--- src/rtl/eth_pkg.sv ---
// Shared Ethernet MAC definitions: CRC-32 constants,
// MII preamble/SFD nibbles and the RX frame FSM state type.
package eth_pkg;

  localparam logic [31:0] CRC32_POLY    = 32'hEDB88320;
  localparam logic [31:0] CRC32_INIT    = 32'hFFFFFFFF;
  localparam logic [31:0] CRC32_RESIDUE = 32'hDEBB20E3;

  localparam logic [3:0] NIB_PRE = 4'h5;
  localparam logic [3:0] NIB_SFD = 4'hD;

  typedef enum logic [1:0] {
    IDLE,
    PRE,
    DATA,
    DROP
  } rx_state_e;

endpackage

--- src/rtl/mii_rx_frame_if.sv ---
// Received byte stream towards the RX buffer: data, strobe,
// sof/eof markers and end-of-frame status. master = MAC side.
interface mii_rx_frame_if;

  logic [7:0] rx_data;
  logic       rx_valid;
  logic       rx_sof;
  logic       rx_eof;
  logic       rx_crc_ok;
  logic       rx_err;

  modport master (
    output rx_data, rx_valid, rx_sof,
    output rx_eof, rx_crc_ok, rx_err
  );

  modport slave (
    input rx_data, rx_valid, rx_sof,
    input rx_eof, rx_crc_ok, rx_err
  );

endinterface

--- src/rtl/crc32_d8.sv ---
// Combinational reflected CRC-32 step, one byte per call.
// Ports: crc (current), data (byte, LSB first), next_crc.
module crc32_d8
  import eth_pkg::*;
(
  input  logic [31:0] crc,
  input  logic [7:0]  data,
  output logic [31:0] next_crc
);

  logic [31:0] c;

  always_comb begin
    c = crc;
    for (int i = 0; i < 8; i++) begin
      if (c[0] ^ data[i])
        c = (c >> 1) ^ CRC32_POLY;
      else
        c = c >> 1;
    end
    next_crc = c;
  end

endmodule

--- src/rtl/mii_rx_frame.sv ---
// MII RX front end: strips preamble/SFD, packs nibbles into bytes,
// checks FCS and length, streams bytes out on rx, counts frames.
// Ports: rx_clki/rst, phy_rx_dv/phy_rxd in, rx stream, frame counters.
module mii_rx_frame
  import eth_pkg::*;
#(
  parameter int MIN_PRE = 2,
  parameter int MIN_LEN = 64,
  parameter int MAX_LEN = 1518,
  parameter int CNT_W   = 16
) (
  input  logic             rx_clki,
  input  logic             rst,
  input  logic             phy_rx_dv,
  input  logic [3:0]       phy_rxd,
  mii_rx_frame_if.master   rx,
  output logic [CNT_W-1:0] frame_ok_cnt,
  output logic [CNT_W-1:0] frame_bad_cnt
);

  localparam int BCW = $clog2(MAX_LEN + 2);

  rx_state_e state_q, state_d;

  logic           dv_q;
  logic [3:0]     rxd_q;
  logic [3:0]     pre_cnt;
  logic           hi_q;
  logic [3:0]     lo_nib;
  logic [7:0]     hold;
  logic           hold_vld;
  logic           first_q;
  logic [31:0]    crc_q, crc_nxt;
  logic [BCW-1:0] byte_cnt;

  logic [7:0] data_q;
  logic       valid_q, sof_q, eof_q, ok_q, err_q;

  logic pre_load, pre_inc, start;
  logic nib_lo, nib_hi, fin, over;
  logic crc_good, bad;

  crc32_d8 u_crc (
    .crc      (crc_q),
    .data     ({rxd_q, lo_nib}),
    .next_crc (crc_nxt)
  );

  // byte_cnt only reaches MAX_LEN+1 on an oversize frame
  assign over     = (32'(byte_cnt) == MAX_LEN + 1);
  assign crc_good = (crc_q == CRC32_RESIDUE);
  assign bad      = !crc_good || !hold_vld || hi_q
                 || (32'(byte_cnt) < MIN_LEN)
                 || (32'(byte_cnt) > MAX_LEN);

  always_ff @(posedge rx_clki or posedge rst) begin
    if (rst) state_q <= IDLE;
    else     state_q <= state_d;
  end

  always_comb begin
    state_d  = state_q;
    pre_load = 1'b0;
    pre_inc  = 1'b0;
    start    = 1'b0;
    nib_lo   = 1'b0;
    nib_hi   = 1'b0;
    fin      = 1'b0;
    unique case (state_q)
      IDLE: begin
        if (dv_q) begin
          if (rxd_q == NIB_PRE) begin
            state_d  = PRE;
            pre_load = 1'b1;
          end else begin
            state_d = DROP;
          end
        end
      end
      PRE: begin
        if (!dv_q) begin
          state_d = IDLE;
        end else if (rxd_q == NIB_PRE) begin
          pre_inc = 1'b1;
        end else if (rxd_q == NIB_SFD
                     && 32'(pre_cnt) >= MIN_PRE) begin
          state_d = DATA;
          start   = 1'b1;
        end else begin
          state_d = DROP;
        end
      end
      DATA: begin
        if (over || !dv_q) begin
          fin     = 1'b1;
          state_d = over ? DROP : IDLE;
        end else if (hi_q) begin
          nib_hi = 1'b1;
        end else begin
          nib_lo = 1'b1;
        end
      end
      DROP: begin
        if (!dv_q) state_d = IDLE;
      end
      default: state_d = IDLE;
    endcase
  end

  always_ff @(posedge rx_clki or posedge rst) begin
    if (rst) begin
      dv_q          <= 1'b0;
      rxd_q         <= '0;
      pre_cnt       <= '0;
      hi_q          <= 1'b0;
      lo_nib        <= '0;
      hold          <= '0;
      hold_vld      <= 1'b0;
      first_q       <= 1'b0;
      crc_q         <= CRC32_INIT;
      byte_cnt      <= '0;
      data_q        <= '0;
      valid_q       <= 1'b0;
      sof_q         <= 1'b0;
      eof_q         <= 1'b0;
      ok_q          <= 1'b0;
      err_q         <= 1'b0;
      frame_ok_cnt  <= '0;
      frame_bad_cnt <= '0;
    end else begin
      dv_q    <= phy_rx_dv;
      rxd_q   <= phy_rxd;
      valid_q <= 1'b0;
      sof_q   <= 1'b0;
      eof_q   <= 1'b0;
      ok_q    <= 1'b0;
      err_q   <= 1'b0;

      if (pre_load)
        pre_cnt <= 4'd1;
      if (pre_inc && pre_cnt != 4'hF)
        pre_cnt <= pre_cnt + 4'd1;

      if (start) begin
        hi_q     <= 1'b0;
        byte_cnt <= '0;
        crc_q    <= CRC32_INIT;
        hold_vld <= 1'b0;
        first_q  <= 1'b1;
      end

      if (nib_lo) begin
        lo_nib <= rxd_q;
        hi_q   <= 1'b1;
      end

      // one-byte delay so the last byte can carry eof/status
      if (nib_hi) begin
        hi_q     <= 1'b0;
        crc_q    <= crc_nxt;
        byte_cnt <= byte_cnt + BCW'(1);
        hold     <= {rxd_q, lo_nib};
        hold_vld <= 1'b1;
        if (hold_vld) begin
          valid_q <= 1'b1;
          data_q  <= hold;
          sof_q   <= first_q;
          first_q <= 1'b0;
        end
      end

      if (fin) begin
        hold_vld <= 1'b0;
        if (hold_vld) begin
          valid_q <= 1'b1;
          data_q  <= hold;
          sof_q   <= first_q;
          eof_q   <= 1'b1;
          ok_q    <= crc_good;
          err_q   <= bad;
          first_q <= 1'b0;
        end
        if (bad) begin
          if (~&frame_bad_cnt)
            frame_bad_cnt <= frame_bad_cnt + CNT_W'(1);
        end else begin
          if (~&frame_ok_cnt)
            frame_ok_cnt <= frame_ok_cnt + CNT_W'(1);
        end
      end
    end
  end

  assign rx.rx_data   = data_q;
  assign rx.rx_valid  = valid_q;
  assign rx.rx_sof    = sof_q;
  assign rx.rx_eof    = eof_q;
  assign rx.rx_crc_ok = ok_q;
  assign rx.rx_err    = err_q;

endmodule

--- src/flat_wrapper.sv ---
// flat-port wrapper written by rule: the top's interface ports become plain ports
module mii_rx_frame_flat import eth_pkg::*;
#(
  parameter int MIN_PRE = 2,
  parameter int MIN_LEN = 64,
  parameter int MAX_LEN = 1518,
  parameter int CNT_W   = 16
)
  (rx_clki, rst, phy_rx_dv, phy_rxd, frame_ok_cnt, frame_bad_cnt, rx_rx_data, rx_rx_valid, rx_rx_sof, rx_rx_eof, rx_rx_crc_ok, rx_rx_err);
  mii_rx_frame_if rx_i ();
  input  logic rx_clki;
  input  logic rst;
  input  logic phy_rx_dv;
  input  logic [3:0] phy_rxd;
  output logic [CNT_W-1:0] frame_ok_cnt;
  output logic [CNT_W-1:0] frame_bad_cnt;
  output wire logic [$bits(rx_i.rx_data)-1:0] rx_rx_data;
  output wire logic [$bits(rx_i.rx_valid)-1:0] rx_rx_valid;
  output wire logic [$bits(rx_i.rx_sof)-1:0] rx_rx_sof;
  output wire logic [$bits(rx_i.rx_eof)-1:0] rx_rx_eof;
  output wire logic [$bits(rx_i.rx_crc_ok)-1:0] rx_rx_crc_ok;
  output wire logic [$bits(rx_i.rx_err)-1:0] rx_rx_err;
  assign rx_rx_data = rx_i.rx_data;
  assign rx_rx_valid = rx_i.rx_valid;
  assign rx_rx_sof = rx_i.rx_sof;
  assign rx_rx_eof = rx_i.rx_eof;
  assign rx_rx_crc_ok = rx_i.rx_crc_ok;
  assign rx_rx_err = rx_i.rx_err;
  mii_rx_frame #(.MIN_PRE(MIN_PRE), .MIN_LEN(MIN_LEN), .MAX_LEN(MAX_LEN), .CNT_W(CNT_W)) u_core (.rx_clki(rx_clki), .rst(rst), .phy_rx_dv(phy_rx_dv), .phy_rxd(phy_rxd), .rx(rx_i), .frame_ok_cnt(frame_ok_cnt), .frame_bad_cnt(frame_bad_cnt));
endmodule
--- config.mk ---
export PLATFORM = sky130hd
export DESIGN_NAME = mii_rx_frame_flat
export DESIGN_NICKNAME = d
export VERILOG_FILES = /design/src/rtl/eth_pkg.sv /design/src/rtl/mii_rx_frame_if.sv /design/src/rtl/crc32_d8.sv /design/src/rtl/mii_rx_frame.sv /design/src/flat_wrapper.sv
export SDC_FILE = /design/constraint.sdc
export NUM_CORES = 1
export LEC_CHECK = 0
export ABC_AREA = 1
export CAP_MARGIN = 20
export CELL_PAD_IN_SITES_DETAIL_PLACEMENT = 1
export CELL_PAD_IN_SITES_GLOBAL_PLACEMENT = 1
export CORE_MARGIN = 2
export CORE_UTILIZATION = 41
export CTS_BUF_LIST = sky130_fd_sc_hd__clkbuf_8
export DETAILED_ROUTE_END_ITERATION = 16
export PLACE_DENSITY = 0.8
export SETUP_SLACK_MARGIN = 0.05
export SLEW_MARGIN = 0
export SYNTH_ARGS = -nofsm -noshare
export SYNTH_HDL_FRONTEND = slang
export SYNTH_SLANG_ARGS = --single-unit
--- constraint.sdc ---
create_clock -name rx_clki -period 3.55 [get_ports rx_clki]
set_input_delay 0.71 -clock rx_clki [delete_from_list [all_inputs] [get_ports rx_clki]]
set_output_delay 0.71 -clock rx_clki [all_outputs]
set_load 0.03 [all_outputs]
### Yosys cells after proc, flatten, opt, wreduce, memory -nomap -nowiden

Index checks and enable logic that the tools add are counted.

* input port bits: 7
* output and inout port bits: 45
* bits in read-only memories: 0
* flip-flop bits (word level): 114
* bits in latches: 0
* memories: 0
* logic and storage cells: 143
* memory bits (writable): 0

* add/sub/neg operators: 4
* shift-type cells: 0
* divide/modulo/power cells: 0
* reductions and logical operators: 20
* magnitude comparators: 3
* eq/ne operators: 12
* multiplexer cells: 66
* $mul: 0
* bitwise gates (word level): 19

Operators by type and width (number)
* $mux W32: 10
* $not A13 Y14: 8
* $mux W1: 40
* $add A16 B1 Y16 const B: 2
* $eq A32 B32 Y1 const B: 1
* $mux W8: 4
* $reduce_and A16 Y1: 2
* $mux W11: 2
* $mux W2: 7
* $add A11 B1 Y11 const B: 1
* $eq A11 B11 Y1 const B: 1
* $gt A11 B11 Y1 const B: 1
* $lt A11 B7 Y1 const B: 1
* $mux W4: 2
* $pmux W2 S4: 1
* $xor A1 B1 Y1: 8
* $reduce_and A3 Y1: 2
* $reduce_bool A3 Y1: 2
* $logic_or A1 B1 Y1: 5
* $add A4 B1 Y4 const B: 1
* $eq A2 B2 Y1 const B: 2
* $eq A4 B3 Y1 const B: 1
* $eq A4 B4 Y1 const B: 1
* $ge A4 B2 Y1 const B: 1
* other kinds (11): 18

### Logic depth before layout (Yosys ltp)

* word-level depth: 17
* gate-level depth with buffers: 13
* mapped depth without buffers: 13

### Hierarchy

From an unflattened synthesis, not the netlist that was laid out.

* cell total of the unflattened synthesis: 887
* area, all modules: 7075.5 um^2

By module, submodules not included
* mii_rx_frame: instances 1, cells each 692, area each 5841.9 um^2, sequential area each 2892.8 um^2
* crc32_d8: instances 1, cells each 195, area each 1233.7 um^2, sequential area each 0.0 um^2

### Worst setup path before layout

Ideal clock, no wire load.

* path kind: reg-to-reg
* from: register u_core.frame_bad_cnt[0]
* to: register u_core.frame_bad_cnt[2]
* cell stages (with the launch flop): 10
* setup slack: 1.614 ns
* arrival: 1.818 ns
* data required time: 3.431 ns
* library setup time: 0.119 ns
* path buffers: 1
* clock period less this slack: 1.936 ns
* cell sequence: dfrtp_1 > ha_1 > nand3_1 > inv_1 > nand3_1 > nor3_1 > nand2_1 > buf_2 > nand3_1 > nand2_1

* longest elaborated chain between the ends: 3
* elaborated cells on any way between the ends: 4
* those cells by class: 1 x add/sub; 1 x bitwise; 2 x reduce/logical

RTL lines
* from (decl): line mii_rx_frame.sv:18 `output logic [CNT_W-1:0] frame_bad_cnt`
* from (signal assigned): line mii_rx_frame.sv:185 `frame_bad_cnt <= frame_bad_cnt + CNT_W'(1);`
* parallel branches: the longest is 3 deep, another holds $add A16 B1 Y16

Parallel ways; which one is timed is not known.
A chain may end at the register's enable or synchronous reset.

==> results.md <==
- Run status: completed
- Setup TNS Final: 0 ns
- Startpoint Class: flop
- Post-cts resize count: 0
- Slew HR: 56.4%
- CP max stage delay: 0.42 ns
- Post-Layout Cell Count: 1233
- Yosys reg bits: 114
- Number of fill cells: between 2000 and 2500
- Peak supply drop: around 0.41 mV
- Count of final max-slew check failures: 0
- DR vias: 6297
- Max Clk Rate: ~0.39 GHz
- Leakage: 4.02 nW
- CTS Hold Buffers Added: 0
- CTS Buffer Depth: 2
- Largest net degree at the start of global routing: 100
- Share of the synthesized area in the top cell type: 29.2%
- Crit-path cells: ha_1 -> nand2_2 -> nor2_4 -> nand3_2 -> nand2_2 -> nor2_1 -> nand2_2 -> buf_4 -> nand2_1 -> nand2_1 -> inv_2 -> nand2_1 -> nand2_1
- Drt first pass iters: 4
- GRT Total Usage: 23.6%
- Worst-Skew Late Latency: 0.45 ns
- Starting DRC count in detailed routing: 309
- # diodes: 0
- Crit end category: flop
- Global route overflow: 0
- Post-route clock skew: between 0.01 and 0.015 ns
- Period Utilization, post-route: 72.8%
- Pwr Density: 894 nW/µm²
- Dpl hpwl: approximately 14 mm
- Placed cell count: 1202
- Arrival @ worst endpoint: 2.91 ns
- Core Area: 16700 µm²
- Sequential share of power: 31.2%
- NetSw: 3.46 mW
- Met2 Wirelength: 9.43 mm
- Sequential share of the synthesized area: 41.1%
- Combinational share of power: 51.3%
- Clk pwr share: 17.5%
- Avg Vias per Cell: 5.11
- First-pass GRT wire length: 33.5 mm
- DRC viols: 0
- Data required, critical path: around 3.9 ns
- Cell internal pwr: around 3.8 mW
- Post-synth ARST share: 100%
- # nets final: roughly 1000
- Slowest cell on the critical path: dfrtp_1
- Die ar.: 18200 µm²
- Cell mode on critical path: nand2_1
- Synth warn: 0
- Initial antenna violation count: 0
- Final min period: 2.58 ns
- Die width: roughly 130 µm
- Layout cells sized above 1: 9.97%
- Area grow syn2layout: 16.2%
- Clk root buf: clkbuf_8
- Crit path buf inv count: 2
- Number of H-tree levels: 4
- End-of-flow core utilization: 48.9%
- Hold WS: 0.472 ns
- Sw Share: 47.4%
- Clk sinks: 114
- Routed wl met3: 777 µm
- Met1 WL: 9.68 mm
- Io pins: 52
- Fin. Hold Viols: 0
- Unrepaired setup endpoints after global routing: false
- Vias in the first global route: 6381
- Post-synthesis cell type count: 37
- Area leader, netlist: dfrtp_1
- Post-synth EDFFs: 0
- Post-Synthesis Cell Area: 7030 µm²
- Syn_nets: 955
- GP Congestion: 0.844
- Std cell rows: 47
- Initial core utilization: 42.1%
- Most frequent cell after synthesis: nand2_1
- Routed WL per cell: ~16 µm
- CTS Buf Count: 17
- Synth top cells by count: nand2_1 (296), inv_1 (131), nand3_1 (83)
- CTS tree: built
- Top cells by area, synth: dfrtp_1 (29%), nand2_1 (16%), dfstp_2 (12%)
- Crit-path max FO: 26
- Hold Crit Class: reg -> reg
- Post-synth top flop: dfrtp_1
- Least-Margin Pin Slew: roughly 0.65 ns
- Die H: 135 µm
- IO buf count: 51
- CTS clock-pin slew for the worst setup and hold paths: 0.07 ns
- Syn Inst Count: 942
- Max layer used: met4
- Routed wire length: roughly 20 mm
- Post-CTS setup buffer count: 0
- CP top delay family: simple AND/OR/NAND/NOR gates
- Max-Cap Viols: 0
- Mapped Avg Cell Area: 7.47 µm²
- Final setup viols: 0
- Critical path class: reg -> reg
- Antenna-violating nets left: 0
sequential cells by signal (all words and copies together) (netlist names), 2 cells and up, named ones only:
signal and cells:
u_core.pre_cnt 4, u_core.rxd_q 4, u_core.frame_bad_cnt 16, u_core.byte_cnt 11, u_core.frame_ok_cnt 16, u_core.state_q 2, u_core.crc_q 32, u_core.lo_nib 4
u_core.hold 8
cells by family (layout without fill, tap and decap cells):
family	after synthesis	in the layout	synth area share, %
simple gates	521	521	32.5
xor+xnor	82	82	11.3
fa+ha+maj	6	6	1.07
flops	114	114	41.1
compound gates	67	67	5.26
buf+inv	152	223	8.70
cell type report:
type	instances	area, µm²	share of cell area, %
Multi-Input combinational cell	676	3530	43.2
Sequential cell	114	2890	35.4
Timing Repair Buffer	55	553	6.77
Inverter	137	518	6.34
Tap cell	220	275	3.37
Clock buffer	19	262	3.20
Clock inverter	12	143	1.75
cell usage in the layout, fill, tap and decap left out, types with 2 or more instances in the layout:
cell and n:
nor3_1 16, xor2_1 53, bufinv_16 3, nand3_1 83, dfrtp_1 82, nand2_2 10, clkbuf_8 19, ha_1 6
nor2_8 2, xnor2_4 2, xnor2_1 23, or2_0 2, inv_2 6, clkinvlp_4 4, o21ai_0 34, nand2_4 2
clkdlybuf4s50_1 51, nor2_2 3, inv_1 133, nor2_1 72, nor2_4 2, xnor2_2 3, nand4_1 25, a21oi_1 6
nand3b_1 2, nand2_1 296, dfstp_2 32, buf_4 3, clkinv_2 2, o21bai_1 2, o31ai_1 2, nand3_2 2
o22ai_1 19, o21ai_1 3
worst min-delay path, delay by kind of cell, from the launching register on:
kind,cells,cell delay [ns]
AND/OR/NAND/NOR,2,0.09
flip-flops,1,0.35
worst paths after layout:
kind	to	startpoint	cells after the start	slack, ns
max	flop	u_core.byte_cnt[1]	13	0.97
min in group asynchronous	u_core.rx.rx_err	rst	2	0.61
min reg2reg	flop	u_core.hold[3]	2	0.47
max in group asynchronous	u_core.crc_q[23]	rst	3	2.07
min	flop	u_core.hold[3]	2	0.47
max reg2reg	flop	u_core.byte_cnt[1]	13	0.97
routing by layer:
layer,up-vias,track usage (%)
met4,0,6.25
met3,19,3.75
met5,-,0
met2,111,37.6
met1,3094,33.5
li1,3073,-
power groups by stage:
stage          Combinational, mW  Clock, mW  Sequential [mW]
5_1_grt                     4.17       1.36             2.34
6_report                    3.75       1.28             2.28
3_5_place_dp                3.70          0             2.28
2_1_floorplan               2.68          0             2.27
3_3_place_gp                3.58          0             2.27
4_1_cts                     3.74       1.30             2.27
metrics by stage:
stage	worst slack, ns	cell area [µm²]	total power, mW
after floorplan	1.48	7040	4.95
after global placement	1.07	7770	5.86
after detailed placement	1.02	7770	5.98
after CTS	0.961	8170	7.32
after global routing	0.723	8170	7.87
final	0.966	8170	7.30
(Power assumes the default switching activity.)
